[src/rtl/tmds_encoder_8b10b.sv]
// TMDS channel encoder (DVI 1.0 8b/10b transition-minimising, DC-balancing code).
// One 10-bit character is produced every pixel clock. There is no backpressure:
// each clock carries one character and o_de marks whether it is a data
// character (1) or a control token (0). A character reflects the inputs
// presented three clocks earlier: each of the three stages below holds one
// register level.
//   stage 1: capture inputs, count ones in the pixel byte
//   stage 2: pick XOR/XNOR, build q_m[8:0], count ones in q_m[7:0]
//   stage 3: choose inversion, emit the character, update running disparity
module tmds_encoder_8b10b #(
    parameter bit REVERSE_BITS = 1'b0
) (
    input  logic              clk,
    input  logic              rst_n,
    input  logic              i_de,
    input  logic [7:0]        i_data,
    input  logic              i_c0,
    input  logic              i_c1,
    output logic [9:0]        o_tmds,
    output logic              o_de,
    output logic signed [4:0] o_disparity
);

    // Control tokens indexed by {C1, C0}; bit 0 is the first bit on the wire.
    localparam logic [9:0] TOKEN_00 = 10'b1101010100;
    localparam logic [9:0] TOKEN_01 = 10'b0010101011;
    localparam logic [9:0] TOKEN_10 = 10'b0101010100;
    localparam logic [9:0] TOKEN_11 = 10'b1010101011;

    // Number of ones in a byte, 0..8.
    function automatic logic [3:0] popcount8(input logic [7:0] v);
        logic [3:0] n;
        n = 4'd0;
        for (int i = 0; i < 8; i++) begin
            n = n + {3'b000, v[i]};
        end
        return n;
    endfunction

    // Transition-minimised word: running XOR or XNOR chain, bit 8 flags XOR.
    function automatic logic [8:0] minimise(input logic [7:0] d, input logic use_xnor);
        logic [8:0] q;
        q    = 9'd0;
        q[0] = d[0];
        for (int i = 1; i < 8; i++) begin
            q[i] = use_xnor ? ~(q[i-1] ^ d[i]) : (q[i-1] ^ d[i]);
        end
        q[8] = ~use_xnor;
        return q;
    endfunction

    // Token lookup for the control period.
    function automatic logic [9:0] control_token(input logic [1:0] c);
        logic [9:0] t;
        case (c)
            2'b00:   t = TOKEN_00;
            2'b01:   t = TOKEN_01;
            2'b10:   t = TOKEN_10;
            default: t = TOKEN_11;
        endcase
        return t;
    endfunction

    // ------------------------------------------------------------------
    // Stage 1 signals
    // ------------------------------------------------------------------
    logic       s1_de;
    logic [7:0] s1_data;
    logic [1:0] s1_c;
    logic [3:0] s1_n1d;

    // ------------------------------------------------------------------
    // Stage 2 signals
    // ------------------------------------------------------------------
    logic       s2_use_xnor;
    logic [8:0] s2_qm_next;
    logic [3:0] s2_n1q_next;
    logic       s2_de;
    logic [1:0] s2_c;
    logic [8:0] s2_qm;
    logic [3:0] s2_n1q;
    logic [3:0] s2_n0q;

    // ------------------------------------------------------------------
    // Stage 3 signals
    // ------------------------------------------------------------------
    logic signed [4:0] n1q_s;
    logic signed [4:0] n0q_s;
    logic signed [4:0] diff_1m0;
    logic signed [4:0] diff_0m1;
    logic              cnt_is_zero;
    logic              ones_balanced;
    logic              invert_needed;
    logic [9:0]        tmds_next;
    logic signed [4:0] cnt_next;
    logic [9:0]        tmds_r;
    logic              de_r;
    logic signed [4:0] cnt;

    // Stage 1: capture the inputs and count ones in the pixel byte.
    always_ff @(posedge clk or negedge rst_n) begin
        if (!rst_n) begin
            s1_de   <= 1'b0;
            s1_data <= 8'd0;
            s1_c    <= 2'b00;
            s1_n1d  <= 4'd0;
        end else begin
            s1_de   <= i_de;
            s1_data <= i_data;
            s1_c    <= {i_c1, i_c0};
            s1_n1d  <= popcount8(i_data);
        end
    end

    // Stage 2 comb: XNOR when the byte is one-heavy (ties broken on bit 0).
    always_comb begin
        s2_use_xnor = (s1_n1d > 4'd4) || ((s1_n1d == 4'd4) && !s1_data[0]);
        s2_qm_next  = minimise(s1_data, s2_use_xnor);
        s2_n1q_next = popcount8(s2_qm_next[7:0]);
    end

    // Stage 2: register q_m with its ones/zeros counts; control rides along.
    always_ff @(posedge clk or negedge rst_n) begin
        if (!rst_n) begin
            s2_de  <= 1'b0;
            s2_c   <= 2'b00;
            s2_qm  <= 9'd0;
            s2_n1q <= 4'd0;
            s2_n0q <= 4'd0;
        end else begin
            s2_de  <= s1_de;
            s2_c   <= s1_c;
            s2_qm  <= s2_qm_next;
            s2_n1q <= s2_n1q_next;
            s2_n0q <= 4'd8 - s2_n1q_next;
        end
    end

    // Stage 3 comb: sign-extended disparity terms and branch conditions.
    always_comb begin
        n1q_s         = signed'({1'b0, s2_n1q});
        n0q_s         = signed'({1'b0, s2_n0q});
        diff_1m0      = n1q_s - n0q_s;
        diff_0m1      = n0q_s - n1q_s;
        cnt_is_zero   = (cnt == 5'sd0);
        ones_balanced = (s2_n1q == s2_n0q);
        invert_needed = ((cnt > 5'sd0) && (s2_n1q > s2_n0q)) ||
                        ((cnt < 5'sd0) && (s2_n0q > s2_n1q));
    end

    // Stage 3 comb: pick the character and the next running disparity.
    always_comb begin
        tmds_next = TOKEN_00;
        cnt_next  = 5'sd0;
        if (!s2_de) begin
            // Control period: token out, disparity restarts from zero.
            tmds_next = control_token(s2_c);
            cnt_next  = 5'sd0;
        end else if (cnt_is_zero || ones_balanced) begin
            // No bias to correct: bit 9 tells the decoder whether bits 7:0 are inverted.
            tmds_next = {~s2_qm[8], s2_qm[8], s2_qm[8] ? s2_qm[7:0] : ~s2_qm[7:0]};
            cnt_next  = s2_qm[8] ? (cnt + diff_1m0) : (cnt + diff_0m1);
        end else if (invert_needed) begin
            // Character would deepen the current bias: send it inverted.
            tmds_next = {1'b1, s2_qm[8], ~s2_qm[7:0]};
            cnt_next  = cnt + (s2_qm[8] ? 5'sd2 : 5'sd0) + diff_0m1;
        end else begin
            // Character already pulls the bias back toward zero: send as is.
            tmds_next = {1'b0, s2_qm[8], s2_qm[7:0]};
            cnt_next  = cnt - (s2_qm[8] ? 5'sd0 : 5'sd2) + diff_1m0;
        end
    end

    // Stage 3: output character, aligned data enable and running disparity.
    always_ff @(posedge clk or negedge rst_n) begin
        if (!rst_n) begin
            tmds_r <= TOKEN_00;
            de_r   <= 1'b0;
            cnt    <= 5'sd0;
        end else begin
            tmds_r <= tmds_next;
            de_r   <= s2_de;
            cnt    <= cnt_next;
        end
    end

    // Optional bit-order reversal for serializers that shift out MSB first.
    generate
        if (REVERSE_BITS) begin : g_reverse
            // Mirror the character; the encoding itself is untouched.
            always_comb begin
                o_tmds = 10'd0;
                for (int i = 0; i < 10; i++) begin
                    o_tmds[i] = tmds_r[9-i];
                end
            end
        end else begin : g_forward
            assign o_tmds = tmds_r;
        end
    endgenerate

    assign o_de        = de_r;
    assign o_disparity = cnt;

endmodule

[config.mk]
export PLATFORM = sky130hd
export DESIGN_NAME = tmds_encoder_8b10b
export DESIGN_NICKNAME = d
export VERILOG_FILES = /design/src/rtl/tmds_encoder_8b10b.sv
export SDC_FILE = /design/constraint.sdc
export NUM_CORES = 1
export LEC_CHECK = 0
export BUFFER_PORTS_ARGS = -buffer_cell sky130_fd_sc_hd__buf_2
export CAP_MARGIN = 20
export CORE_AREA = 10 10 87 89
export CTS_BUF_LIST = sky130_fd_sc_hd__clkbuf_4 sky130_fd_sc_hd__clkbuf_8
export DETAILED_ROUTE_END_ITERATION = 12
export DIE_AREA = 0 0 97 99
export PLACE_DENSITY_LB_ADDON = 0.25
export SYNTH_ARGS = -nofsm -noshare
export SYNTH_HDL_FRONTEND = slang
export SYNTH_SLANG_ARGS = --single-unit
[constraint.sdc]
create_clock -name clk -period 4.03 [get_ports clk]
set_clock_uncertainty 0.1 [all_clocks]
set_input_delay 0.6045 -clock clk [delete_from_list [all_inputs] [get_ports clk]]
set_output_delay 0.6045 -clock clk [all_outputs]
set_load 0.01 [all_outputs]
; ---- Word-level counts from Yosys, hierarchy flattened
; Cells that the tools add are included.
[op_classes]
addsub = 23
n_lt_le_gt_ge = 5
n_eq_ne = 4
mux = 18
bitwise_logic = 17
n_reduce_logical = 9
[ops]
columns = operator, n
row1 = $add A4 B1 Y4, 8
row2 = $mux W10, 3
row3 = $pmux W10 S3, 1
row4 = $add A5 B5 Y5, 4
row5 = $mux W5, 4
row6 = $sub A4 B4 Y5, 2
row7 = $not A1 Y1, 9
row8 = $add A3 B1 Y4, 2
row9 = $gt A4 B4 Y1, 2
row10 = $mux W8, 1
row11 = $not A8 Y8, 1
row12 = $mux W1, 7
row13 = $xor A1 B1 Y1, 7
row14 = $add A2 B1 Y3, 2
row15 = $add A5 B3 Y5, 1
row16 = $gt A5 B1 Y1 const B, 1
row17 = $logic_not A5 Y1, 1
row18 = $lt A5 B1 Y1 const B, 1
row19 = $sub A5 B3 Y5, 1
row20 = $add A1 B1 Y2, 2
row21 = $eq A4 B3 Y1 const B, 1
row22 = $eq A4 B4 Y1, 1
row23 = $gt A4 B3 Y1 const B, 1
row24 = $mux W2, 2
row25 = other kinds (7), 11
[word_totals]
regBits = 51
output_inout_bits = 16

; ---- Longest topological paths before layout
[depth]
ltp_word = 24
mapped_depth = 14
mapped_depth_nobuf = 14

; ---- Worst setup path before layout
; No wires, ideal clock.
[synth_path]
path_kind = register to register
startpoint = register s1_data[0]
endpoint = register s2_n0q[3]
setup_ns = 0.132
t_arrival_ns = 3.649
setup_slack_ns = 0.149
path_stages_with_launch = 15
n_path_buf = 0
period_less_slack_ns = 3.881
path_cell_list = dfrtp_1 > xor2_1 > xnor2_2 > xnor2_1 > xnor2_1 > fa_1 > xnor2_1 > ha_1 > fa_1 > ha_1 > inv_1 > fa_1 > xnor2_1 > nor3_1 > xor2_1
[synth_via]
elab_chain_cells = 24
word_cells_on_any_way = 32
classes_between = 8 x add/sub / 7 x mux / 14 x bitwise / 3 x reduce/logical
[synth_rtl]
columns = element, line_no
row1 = "start, declared", 68  ; logic [7:0] s1_data;
row2 = "start signal, assigned", 109  ; s1_data <= i_data;
row3 = $logic_not A1 Y1, 117  ; s2_use_xnor = (s1_n1d > 4'd4) || ((s1_n1d == 4'd4) && !s1_data[0]);
row4 = $logic_and A1 B1 Y1, 117
row5 = $logic_or A1 B1 Y1, 117
row6 = $mux W1, 46  ; q[i] = use_xnor ? ~(q[i-1] ^ d[i]) : (q[i-1] ^ d[i]);
row7 = $xor A1 B1 Y1, 46
row8 = $not A1 Y1, 46
row9 = $mux W1, 46
row10 = $xor A1 B1 Y1, 46
row11 = $not A1 Y1, 46
row12 = $mux W1 *, 46
row13 = via s2_qm_next[3], 76  ; logic [8:0] s2_qm_next;
row14 = "parallel branches: the longest is 12 deep, another holds $add A3 B1 Y4", --
row15 = $add A4 B1 Y4 *, 35  ; n = n + {3'b000, v[i]};
row16 = via s2_n1q_next[2], 77  ; logic [3:0] s2_n1q_next;
row17 = $sub A4 B4 Y4 *, 135  ; s2_n0q <= 4'd8 - s2_n1q_next;
row18 = "end signal, assigned", 135
row19 = "end, declared", 82  ; logic [3:0] s2_n0q;
; Mark *: on every way through the listed nets, which the timed path passes.

; ---- Final worst setup path
[layout_path]
startpoint = register s1_data[1]
endpoint = register s2_n0q[3]
[layout_via]
elab_chain_cells = 23
word_cells_on_any_way = 29
classes_between = 8 x add/sub / 7 x mux / 14 x bitwise
[layout_rtl]
columns = element, line_no
row1 = $xor A1 B1 Y1 *, 46
row2 = $not A1 Y1, 46
row3 = $mux W1 *, 46
row4 = $xor A1 B1 Y1 *, 46
row5 = $not A1 Y1, 46
row6 = $mux W1 *, 46
row7 = $xor A1 B1 Y1 *, 46
row8 = $not A1 Y1, 46
row9 = $mux W1 *, 46
row10 = via s2_qm_next[3], 76
row11 = "parallel branches: the longest is 12 deep, another holds $add A3 B1 Y4", --
row12 = $add A4 B1 Y4 *, 35
row13 = via s2_n1q_next[1], 77
row14 = $sub A4 B4 Y4 *, 135
; Marked as above.

==> impl_metrics.csv <==
group,metric,value,unit
clock_network,cts_max_level,2,
setup_path,critPathLaunchType,"flop",
routing,highest_layer,"met4",
setup_path,worstSetupPathType,"flop to flop",
yosys,synth_mux_area_share,0.709,%
clock_network,clk_pin_slew,90,ps
sta,setup_viol,0,
clock_network,cts_setup_buffers,0,
routing,vias,1667,
worst_hold_path,hold_class,"input port to asynchronous set/reset pin",
sta,fin_crit_sh,96.0,%
yosys,synth_xor_area_share,14.1,%
sta,slew_violations,0,
routing,drt-met1-wl,1.99,mm
global_routing,grt-ovfl-total,0,
clock_network,clockRootBuffer,"clkbuf_8",
setup_path,critPathMaxFanout,2,
yosys,synth_edf_count,0,
place,hpwl,3.72,mm
layout,layout.nets,327,
routing,drt-total-wl,4.57,mm
global_routing,grt_pass1_vias,1822,
layout,diodes,0,
global_routing,grt_pass1_wl,8.14,mm
layout,final_area,3220,um^2
sta,rsz0062_at_grt,"yes",
place,place_area,3050,um^2
yosys,synth_ff_type,"dfrtp_1",
yosys,synth.avg_cell_area,12.0,um^2
clock_network,clkSinkCount,49,
sta,hold_viol_final,0,
routing,ant_nets,0,
place,place_ws,83.2,ps
layout,area_growth,13.9,%
setup_path,worstPathArrival,4000,ps
global_routing,grt_max_degree,50,
routing,wl_met3,197,um
place,portBuffers,28,
sta,layout_setup_ws,161,ps
yosys,yosysUniqueCellTypes,31,
yosys,synth_compound_area_share,8.95,%
floorplanning,dieHeight,99,um
setup_path,required,4160,ps
clock_network,cts_tree,"built",
clock_network,cts-resized-gates,0,
yosys,netlist_area,2830,um^2
yosys,yosysSeqAreaShare,43.6,%
floorplanning,fp.dieW,97,um
sta,tightest_slew,628,ps
global_routing,antenna_found_initial,0,
floorplanning,ioPinCount,29,
outcome,outcome,"finished clean",
floorplanning,die-area,9600,um^2
clock_network,insertion_delay,300,ps
routing,vias_per_cell,4.78,
layout,drive_gt1_share,23.4,%
global_routing,track_usage,10.3,%
yosys,syn_nets,290,
yosys,synth_top_family_by_area,"adder cells",
setup_path,end_kind,"flop",
sta,layout_min_cycle_time,3870,ps
floorplanning,core_area,5850,um^2
clock_network,cts_hold_buf,0,
yosys,synthSimpleGateAreaFrac,5.00,%
routing,drt-pass1-iter-count,4,
yosys,ys_warn_count,0,
routing,wl_per_cell,13.1,um
yosys,synth-async-reset-ratio,100,%
yosys,netlist_instances,236,
sta,hold_slack,64.1,ps
routing,drtIter0Drc,39,
routing,dr_wl_met2,2.31,mm
floorplanning,start_util,48.3,%
place,gp_congestion,0.802,
sta,fmax,258,MHz
yosys,yosys.area_share.adder,21.6,%
routing,drc_errors,0,
yosys,yosys_register_bits,49,
clock_network,clk_path_buf_depth,2,
sta,relSlewSlack,57.8,%
job,cap_violations,0,
floorplanning,rows,28,
sta,fin_tns_setup,0,ps
clock_network,numCtsBuffers,5,
cells by family after synthesis:
logic type      count (synthesis)
flops                          49
mux                             2
fa+ha+maj                      41
buf+inv                        39
simple gates                   28
compound gates                 41
xor+xnor                       36
cells in the final DEF (no fill, tap or decap), types with 2 or more instances in the layout:
cell / Yosys / layout
dfrtp_1: 44 / 44
inv_1: 36 / 36
buf_2: 0 / 28
ha_1: 28 / 27
a21oi_1: 23 / 23
xnor2_1: 16 / 15
fa_1: 13 / 13
xnor2_2: 11 / 12
xor2_1: 9 / 8
o21ai_0: 8 / 8
nand2_1: 7 / 7
clkbuf_8: 0 / 6
nor2_1: 5 / 5
dfstp_2: 5 / 5
nand3_1: 4 / 4
buf_4: 0 / 4
nor2b_1: 3 / 3
a21o_1: 3 / 3
nor3_1: 4 / 3
mux2i_1: 2 / 2
o21a_1: 2 / 2
metal layers:
metal / vias up / global-route usage [%]
met3: 8 / 3.28
met1: 803 / 11.8
li1: 831 / -
met5: - / 0
met4: 0 / 4.09
met2: 25 / 17.3
synth_stat cells (all sizes together), types with 2 or more instances:
| library cell | count | area share, % |
|---|---|---|
| nor3 | 4 | 0.71 |
| inv | 36 | 4.8 |
| o21ai | 8 | 1.4 |
| buf | 2 | 1.1 |
| xor2 | 9 | 2.8 |
| nand2 | 7 | 0.93 |
| fa | 13 | 9.2 |
| dfrtp | 44 | 39 |
| o21a | 3 | 1.1 |
| nor2b | 3 | 0.66 |
| a21oi | 23 | 4.1 |
| nor2 | 5 | 0.66 |
| xnor2 | 27 | 11 |
| nand3 | 4 | 0.71 |
| a21o | 3 | 0.80 |
| ha | 28 | 12 |
| mux2i | 2 | 0.71 |
| dfstp | 5 | 4.7 |
sequential cells by signal, summed over array words and instances (netlist names), 2 cells and up:
name,count
o_tmds,10
s2_qm,9
s1_data,8
o_disparity,5
s1_n1d,4
s2_n0q,3
s2_n1q,3
s1_c,2
s2_c,2
metrics by stage:
step,instances,utilization [%]
6_report,349,55.0
5_1_grt,349,55.0
4_1_cts,348,54.3
3_5_place_dp,340,52.2
3_3_place_gp,340,52.2
2_1_floorplan,236,-
area by class of cell:
class | instances | area [um^2]
Clock buffer | 6 | 82.6
Clock inverter | 2 | 37.5
Fill cell | 526 | 2630
Inverter | 36 | 135
Multi-Input combinational cell | 148 | 1450
Sequential cell | 49 | 1230
Tap cell | 75 | 93.8
Timing Repair Buffer | 33 | 190
worst max-delay path, stage by stage (launching register included):
cell     delay [ps]
dfrtp_1         400
xor2_2          240
xnor2_2         150
xnor2_1         160
xnor2_1         170
fa_1            480
xnor2_1         180
ha_1            260
fa_1            490
ha_2            180
inv_1            60
fa_1            500
inv_1            70
nor3_2          180
xor2_1          160
final timing paths:
kind | start | endpoint | slack, ps | cells past startpoint
hold / removal | rst_n | o_de$_DFF_PN0_ | 60 | 1
hold reg to reg | s1_de$_DFF_PN0_ | s2_de$_DFF_PN0_ | 250 | 0
setup / recovery | s1_data[1]$_DFF_PN0_ | s2_n0q[3]$_DFF_PN0_ | 160 | 14
min in group clk | s1_de$_DFF_PN0_ | s2_de$_DFF_PN0_ | 250 | 0
max in group asynchronous | rst_n | s1_data[0]$_DFF_PN0_ | 3300 | 2
setup reg to reg | s1_data[1]$_DFF_PN0_ | s2_n0q[3]$_DFF_PN0_ | 160 | 14
Power is left out: the tool's default activity adds up to more than one toggle a clock period on the data nets, which glitch-free logic cannot reach.
